===== config.mk =====
export PLATFORM = sky130hd
export DESIGN_NAME = series_adder_seq
export DESIGN_NICKNAME = d
export VERILOG_FILES = /design/src/rtl/series_adder_pkg.sv /design/src/rtl/series_adder_seq_mux.sv /design/src/rtl/series_adder_seq.sv
export SDC_FILE = /design/constraint.sdc
export NUM_CORES = 1
export LEC_CHECK = 0
export ABC_CLOCK_PERIOD_IN_PS = 2800
export CAP_MARGIN = 30
export CORE_MARGIN = 2
export CORE_UTILIZATION = 40
export DETAILED_ROUTE_END_ITERATION = 16
export PLACE_DENSITY = 0.57
export SLEW_MARGIN = 20
export SYNTH_ARGS = -nofsm -noshare
export SYNTH_HDL_FRONTEND = slang
export SYNTH_SLANG_ARGS = --single-unit

===== constraint.sdc =====
create_clock -name clk -period 2.8 [get_ports clk]
set_input_delay 0.84 -clock clk [delete_from_list [all_inputs] [get_ports clk]]
set_output_delay 0.84 -clock clk [all_outputs]
set_load 0.005 [all_outputs]

===== src/rtl/series_adder_pkg.sv =====
// ----------------------------------------------------------------------------
// series_adder_pkg
// Shared types and constants for the bit-serial column adder job controller.
//   seq_state_t : controller FSM states (IDLE -> ISSUE -> WAIT -> IDLE)
//   IDX_W/SUM_W : operand-index and sum widths for the default build
//                 (M_DEF operands of N_DEF bits)
//   ERR_BUSY    : err bit for a write/start rejected while a job runs
//   ERR_TO      : err bit for a watchdog timeout (SEQ_TIMEOUT_EN builds only)
// ----------------------------------------------------------------------------
package series_adder_pkg;

  typedef enum logic [1:0] {
    IDLE  = 2'd0,
    ISSUE = 2'd1,
    WAIT  = 2'd2
  } seq_state_t;

  localparam int M_DEF = 32;
  localparam int N_DEF = 8;
  localparam int IDX_W = $clog2(M_DEF);
  localparam int SUM_W = $clog2(M_DEF) + N_DEF;

  localparam int ERR_BUSY = 0;
  localparam int ERR_TO   = 1;

endpackage


===== src/rtl/series_adder_seq_mux.sv =====
// ----------------------------------------------------------------------------
// bitslice_mux
// Combinational M x N transpose: picks bit `col` of every operand word and
// packs them into one M-bit slice (slice[i] = operand[i][col]).
// Ports:
//   ops   in  M*N   operand words, operand i occupies ops[i*N +: N]
//   col   in  clog2(N) selected bit column
//   slice out M     selected column across all operands
// ----------------------------------------------------------------------------
module bitslice_mux #(
  parameter int M = 32,
  parameter int N = 8
) (
  input  logic [M*N-1:0]       ops,
  input  logic [$clog2(N)-1:0] col,
  output logic [M-1:0]         slice
);

  // Gather bit `col` from each operand word.
  always_comb begin
    slice = {M{1'b0}};
    for (int i = 0; i < M; i++) begin
      slice[i] = ops[i*N + int'(col)];
    end
  end

endmodule


===== src/rtl/series_adder_seq.sv =====
// ----------------------------------------------------------------------------
// series_adder_seq
// Job controller for the bit-serial column adder. The CPU writes M operand
// words of N bits; on start the words are streamed to the adder as N bit-
// slices, LSB column first, on consecutive cycles. The adder's result is
// captured into sum and held for the CPU.
// Optional feature macro: SEQ_TIMEOUT_EN enables a WAIT watchdog of TO_CYC
// cycles; without it WAIT holds until res_vld or reset and err[1] stays 0.
// Ports:
//   clk, rst_p         clock, synchronous active-high reset
//   wr_en/addr/data    operand write port (ignored and flagged while busy)
//   start              one-cycle job start pulse
//   slice_data/vld     slice stream to the adder
//   res_vld/res        result from the adder
//   busy               job in ISSUE or WAIT
//   done               sticky: sum valid, cleared by start or wr_en
//   sum                captured result
//   err                sticky: [0] rejected write/start, [1] timeout
// ----------------------------------------------------------------------------
module series_adder_seq
  import series_adder_pkg::*;
#(
  parameter int M      = 32,
  parameter int N      = 8,
  parameter int TO_CYC = 16
) (
  input  logic                    clk,
  input  logic                    rst_p,
  input  logic                    wr_en,
  input  logic [$clog2(M)-1:0]    wr_addr,
  input  logic [N-1:0]            wr_data,
  input  logic                    start,
  output logic [M-1:0]            slice_data,
  output logic                    slice_vld,
  input  logic                    res_vld,
  input  logic [$clog2(M)+N-1:0]  res,
  output logic                    busy,
  output logic                    done,
  output logic [$clog2(M)+N-1:0]  sum,
  output logic [1:0]              err
);

  localparam int KW = $clog2(N);
  localparam logic [KW-1:0] K_LAST = KW'(N - 1);

  seq_state_t            state;
  logic [M-1:0][N-1:0]   op_mem;
  logic [KW-1:0]         k;

`ifdef SEQ_TIMEOUT_EN
  localparam int TW = $clog2(TO_CYC + 1);
  logic [TW-1:0]         wd_cnt;
`endif

  // slice_data is a pure function of registered buffer and column index.
  bitslice_mux #(
    .M (M),
    .N (N)
  ) u_mux (
    .ops   (op_mem),
    .col   (k),
    .slice (slice_data)
  );

  // Controller FSM, operand buffer, result capture and watchdog.
  always_ff @(posedge clk) begin
    if (rst_p) begin
      state     <= IDLE;
      op_mem    <= '0;
      k         <= {KW{1'b0}};
      slice_vld <= 1'b0;
      busy      <= 1'b0;
      done      <= 1'b0;
      sum       <= '0;
      err       <= 2'b00;
`ifdef SEQ_TIMEOUT_EN
      wd_cnt    <= {TW{1'b0}};
`endif
    end else begin
      case (state)
        IDLE: begin
          // The write is applied first so a same-cycle start sees it.
          if (wr_en) begin
            op_mem[wr_addr] <= wr_data;
            done            <= 1'b0;
          end
          if (start) begin
            done      <= 1'b0;
            err       <= 2'b00;
            busy      <= 1'b1;
            k         <= {KW{1'b0}};
            slice_vld <= 1'b1;
            state     <= ISSUE;
          end
        end

        ISSUE: begin
          if (wr_en || start) begin
            err[ERR_BUSY] <= 1'b1;
          end
          // The adder's column counter is free-running, so never gap slices.
          if (k == K_LAST) begin
            slice_vld <= 1'b0;
            state     <= WAIT;
`ifdef SEQ_TIMEOUT_EN
            wd_cnt    <= {TW{1'b0}};
`endif
          end else begin
            k <= k + KW'(1);
          end
        end

        WAIT: begin
          if (wr_en || start) begin
            err[ERR_BUSY] <= 1'b1;
          end
          // A result arriving on the timeout cycle takes priority.
          if (res_vld) begin
            sum   <= res;
            done  <= 1'b1;
            busy  <= 1'b0;
            state <= IDLE;
`ifdef SEQ_TIMEOUT_EN
          end else if (wd_cnt == TW'(TO_CYC - 1)) begin
            err[ERR_TO] <= 1'b1;
            done        <= 1'b0;
            busy        <= 1'b0;
            state       <= IDLE;
          end else begin
            wd_cnt <= wd_cnt + TW'(1);
          end
`else
          end else begin
            state <= WAIT;
          end
`endif
        end

        default: begin
          state     <= IDLE;
          busy      <= 1'b0;
          slice_vld <= 1'b0;
        end
      endcase
    end
  end

endmodule

## After elaboration in Yosys (flattened, before gate mapping)

Cells that the tools add are included.
W data, S select, Z words.

| word-level totals | value |
|---|---|
| register bits | 278 |
| latch bits | 0 |
| bits in writable memories | 0 |
| bits in read-only memories | 0 |
| input bits | 31 |
| output and inout port bits | 50 |
| logic and storage cells | 248 |
| memories | 0 |

| cells by class | value |
|---|---|
| add/subtract/negate cells | 32 |
| multipliers | 0 |
| div/mod/pow operators | 0 |
| magnitude comparators | 34 |
| eq/ne operators | 9 |
| shift operators | 0 |
| mux-type cells | 117 |
| bitwise gates (word level) | 2 |
| reduce and logical (&&, ||, !) cells | 15 |

Operators by type and width:

| operator | number |
|---|---|
| $lt A32 B10 Y1 const B | 31 |
| $bwmux W256 | 1 |
| $bmux W1 S8 | 31 |
| $add A8 B3 Y9 const A | 16 |
| $mux W1 | 71 |
| $add A7 B3 Y8 const A | 8 |
| $demux W8 S5 | 1 |
| $add A6 B3 Y7 const A | 4 |
| $reduce_and A3 Y1 | 5 |
| $add A5 B3 Y6 const A | 2 |
| $lt A3 B9 Y1 const B | 1 |
| $mux W8 | 1 |
| $ne A2 B2 Y1 const B | 4 |
| $lt A5 B6 Y1 const B | 1 |
| $mux W2 | 3 |
| $mux W3 | 2 |
| $pmux W1 S3 | 2 |
| $pmux W2 S3 | 1 |
| $pmux W3 S2 | 1 |
| $reduce_and A2 Y1 | 3 |
| $reduce_bool A2 Y1 | 3 |
| $add A4 B3 Y5 const A | 1 |
| $ge A5 B1 Y1 const B | 1 |
| $pmux W1 S2 | 2 |
| 12 further kinds | 13 |

## Logic depth before layout (Yosys ltp)

| depth | value |
|---|---|
| depth after elaboration | 5 |
| depth in mapped cells | 7 |
| mapped depth without buffers | 5 |

## Hierarchy

From an unflattened synthesis, not the netlist that was laid out.

| second synthesis, totals | value |
|---|---|
| cell total of the unflattened synthesis | 1113 |
| area total of the unflattened synthesis | 12345.6 sq um |

By module, submodules not included:

| module | times used | cells an instance | area an instance (sq um) | seq. area each (sq um) |
|---|---|---|---|---|
| series_adder_seq | 1 | 999 | 10272.4 | 5565.3 |
| bitslice_mux | 1 | 114 | 2073.2 | 0.0 |

## Worst setup path before layout

Ideal clock, no wire load.

| timing path | value |
|---|---|
| path kind | register to output |
| start point | register k[0] |
| end point | output slice_data[0] |
| arrival time | 1.502 ns |
| data required time | 1.960 ns |
| slack | 0.458 ns |
| stages on the path, launching flop included | 5 |
| buffers on the path | 2 |
| cell sequence | dfxtp_1 > buf_4 > buf_6 > mux4_2 > mux2_2 |

| on the way | value |
|---|---|
| word-level cells in the longest chain between the ends | 2 |

RTL lines:

| element | RTL line | text |
|---|---|---|
| from (decl) | series_adder_seq.sv:48 | `logic [KW-1:0] k;` |
| from (signal assigned) | series_adder_seq.sv:70 | `k <= {KW{1'b0}};` |
| from (signal assigned) | series_adder_seq.sv:91 | `k <= {KW{1'b0}};` |
| from (signal assigned) | series_adder_seq.sv:109 | `k <= k + KW'(1);` |
| $bmux W1 S3 | series_adder_seq_mux.sv:23 | `slice[i] = ops[i*N + int'(col)];` |
| $mux W1 (implied by the code) | series_adder_seq_mux.sv:23 |  |
| to (decl) | series_adder_seq.sv:33 | `output logic [M-1:0] slice_data,` |

Every way passes these cells. The select of a mux whose other input is x is not followed.

## Final worst setup path

| timing path | value |
|---|---|
| start point | register k[0] |
| end point | output slice_data[28] |

| on the way | value |
|---|---|
| word-level cells in the longest chain between the ends | 4 |

RTL lines:

| element | RTL line |
|---|---|
| $add A8 B3 Y9 | series_adder_seq_mux.sv:23 |
| $bmux W1 S8 | series_adder_seq_mux.sv:23 |
| $mux W1 (implied by the code) (2 in series) | series_adder_seq_mux.sv:23 |

Every way passes these cells. The select of a mux whose other input is x is not followed.

==> impl_metrics.env <==
export IMPL_peakVddDrop_v=0.000448
export IMPL_hold_viol_final=0
export IMPL_portBuffers=79
export IMPL_area_growth_syn_to_layout_pct=25.9
export IMPL_drc_errors=0
export IMPL_end_kind="output port"
export IMPL_clock_path_buffers=3
export IMPL_worstSkewPairLatency_ns=0.55
export IMPL_async_flop_share=0
export IMPL_row_count=63
export IMPL_nets=1257
export IMPL_die_y_um=178
export IMPL_first_pass_iters=5
export IMPL_power_density_nw_per_um2=590
export IMPL_outcome="complete, but fails checks"
export IMPL_final_cells=1634
export IMPL_rsz0062_at_grt="true"
export IMPL_setup_ws_ns=-0.326
export IMPL_cts_buffers_inserted=30
export IMPL_synth_seq_cells=278
export IMPL_r2r_cells=6
export IMPL_cts_root_buf="clkbuf_16"
export IMPL_cts_sinks=278
export IMPL_drive_gt1_frac=0.223
export IMPL_drtIter0Drc=509
export IMPL_fill_cells=2646
export IMPL_final_util=0.512
export IMPL_critPathArrivalTime_ns=2.29
export IMPL_start_util=0.406
export IMPL_cts_hold_buf=0
export IMPL_finalSetupViolCount=32
export IMPL_slew_violations=0
export IMPL_antenna_found_initial=0
export IMPL_ys_seq_area_frac=0.461
export IMPL_n_antenna_cell=0
export IMPL_fmax_ghz=0.320
export IMPL_synth_area_per_cell_um2=10.8
export IMPL_routed_wl_um=30300
export IMPL_hp_class="reg2reg"
export IMPL_yosysUniqueCellTypes=43
export IMPL_post_drt_via_cell_ratio=5.17
export IMPL_min_period_ns=3.13
export IMPL_whs_path_depth=2
export IMPL_worst_setup_path_type="reg2out"
export IMPL_syn_inst=1117
export IMPL_cp_start_kind="register"
export IMPL_dieArea_um2=31600
export IMPL_yosysWarnings=0
export IMPL_cts_htree_levels=1
export IMPL_p_total_mw=8.96
export IMPL_grt_start_max_net_pins=92
export IMPL_cts_tree="yes"
export IMPL_whs_ns=0.454
export IMPL_ys_flop_type="dfxtp_1"
export IMPL_p_leak_nw=7.09
export IMPL_track_usage=0.195
export IMPL_violations="setup timing"
export IMPL_syn_cell_area_um2=12100
export IMPL_fin_worst_skew_ns=0.0133
export IMPL_cp_required_ns=1.96
export IMPL_maxCapViolations=0
export IMPL_ant_nets=0
export IMPL_via_count=8455
export IMPL_place_inst=1548
export IMPL_grt_pass1_wl_um=48500
export IMPL_place_congestion=0.726
export IMPL_dp_hpwl_um=16600
export IMPL_core_area_um2=29700
export IMPL_cp_max_fo=6
export IMPL_synth_fp_nets=1154
export IMPL_routedWlPerCell_um=18.6
export IMPL_clk_pin_slew_ns=0.06
export IMPL_synth_edff_count=0
export IMPL_grt_pass1_vias=8708
export IMPL_die_w_um=178
export IMPL_grt_overflow=0
export IMPL_period_share=1.12
export IMPL_pin_count=81
-- per-stage QoR --
| step | instance area, um^2 | setup TNS [ns] | worst slack, ns |
|---|---|---|---|
| global route | 15200 | -9.58 | -0.381 |
| finish | 15200 | -7.72 | -0.326 |
| detailed placement | 13600 | 0 | 0.0345 |
| global placement | 13600 | 0 | 0.0474 |
| CTS | 15300 | -9.37 | -0.362 |
| floorplan | 12100 | 0 | 0.458 |
-- cell usage in the layout, fill, tap and decap left out, drive strengths merged, types with 7 or more instances in the layout --
cell           count
nand2            325
mux2i            256
buf              107
mux4              64
clkbuf            48
dfxtp            278
mux2              32
a21oi             19
clkdlybuf4s50     47
clkinv             7
-- layer usage --
metal,routed length [um],GRT usage,vias to the layer above
li1,-,-,4086
met1,14700,0.281,4159
met2,13900,0.312,174
met3,1340,0.0278,36
met4,391,0.0365,0
met5,0,0,-
-- state kept, by name (all words and copies together) (netlist names) --
| name | flops |
|---|---|
| k | 3 |
| sum | 13 |
| op_mem | 256 |
| slice_vld | 1 |
| err | 1 |
| done | 1 |
| state | 2 |
| busy | 1 |
-- worst max-delay path, stage by stage (launching register included) --
cell and delay (ns):
dfxtp_4 0.37, buf_12 0.13, buf_12 0.12, buf_16 0.12, buf_8 0.10, mux4_2 0.49, mux2_4 0.28, buf_6 0.12
-- layout make-up --
cell class,instances,area (um^2),area share
Clock inverter,10,103,0.00675
Sequential cell,278,5570,0.367
Inverter,4,20.0,0.00132
Timing Repair Buffer,158,1830,0.121
Tap cell,390,488,0.0321
Multi-Input combinational cell,748,6240,0.411
Clock buffer,46,942,0.0620
-- path summary, 6_finish.rpt --
kind | from | end | slack (ns)
max | k[0]$_SDFFE_PP0P_ | slice_data[28] | -0.33
max reg2reg | state[0]$_SDFFE_PP0P_ | op_mem[201]$_SDFFE_PP0P_ | 0.79
min reg2reg | sum[1]$_SDFFE_PP0P_ | sum[1]$_SDFFE_PP0P_ | 0.45
min | sum[1]$_SDFFE_PP0P_ | sum[1]$_SDFFE_PP0P_ | 0.45
-- cell usage after synthesis (all sizes together) (5+ instances only) --
master | number | area share
clkbuf | 70 | 0.022
nor3b | 5 | 0.0044
nand2 | 325 | 0.10
mux2i | 256 | 0.21
a21oi | 19 | 0.0079
buf | 17 | 0.0091
mux2 | 32 | 0.030
dfxtp | 278 | 0.46
ha | 6 | 0.0062
mux4 | 64 | 0.12
-- cells by family (layout without fill, tap and decap cells) --
logic type,after synthesis,count (layout),synth area share
adder cells (fa/ha/maj),6,6,0.00622
buffers and inverters,91,218,0.0323
AO/OA/AOI/OAI,31,31,0.0155
AND/OR/NAND/NOR,358,358,0.123
multiplexers,352,352,0.361
flip-flops,278,278,0.461
other,1,1,0.000311
-- repair_timing --
action / CTS / global route
endpoints found under the setup margin: 32 / 32
gates resized for setup: 196 / 9
pin swaps: 0 / 0
gates cloned: 4 / 0
setup buffers: 29 / 2
-- where the power goes --
group / switching [mW] / internal [mW] / leakage, nW
registers: 0.0299 / 4.00 / 2.24
clock network: 1.62 / 2.49 / 0.522
logic: 0.420 / 0.398 / 4.33
total: 2.07 / 6.89 / 7.09
No activity file was read; power rests on OpenSTA's default activity.
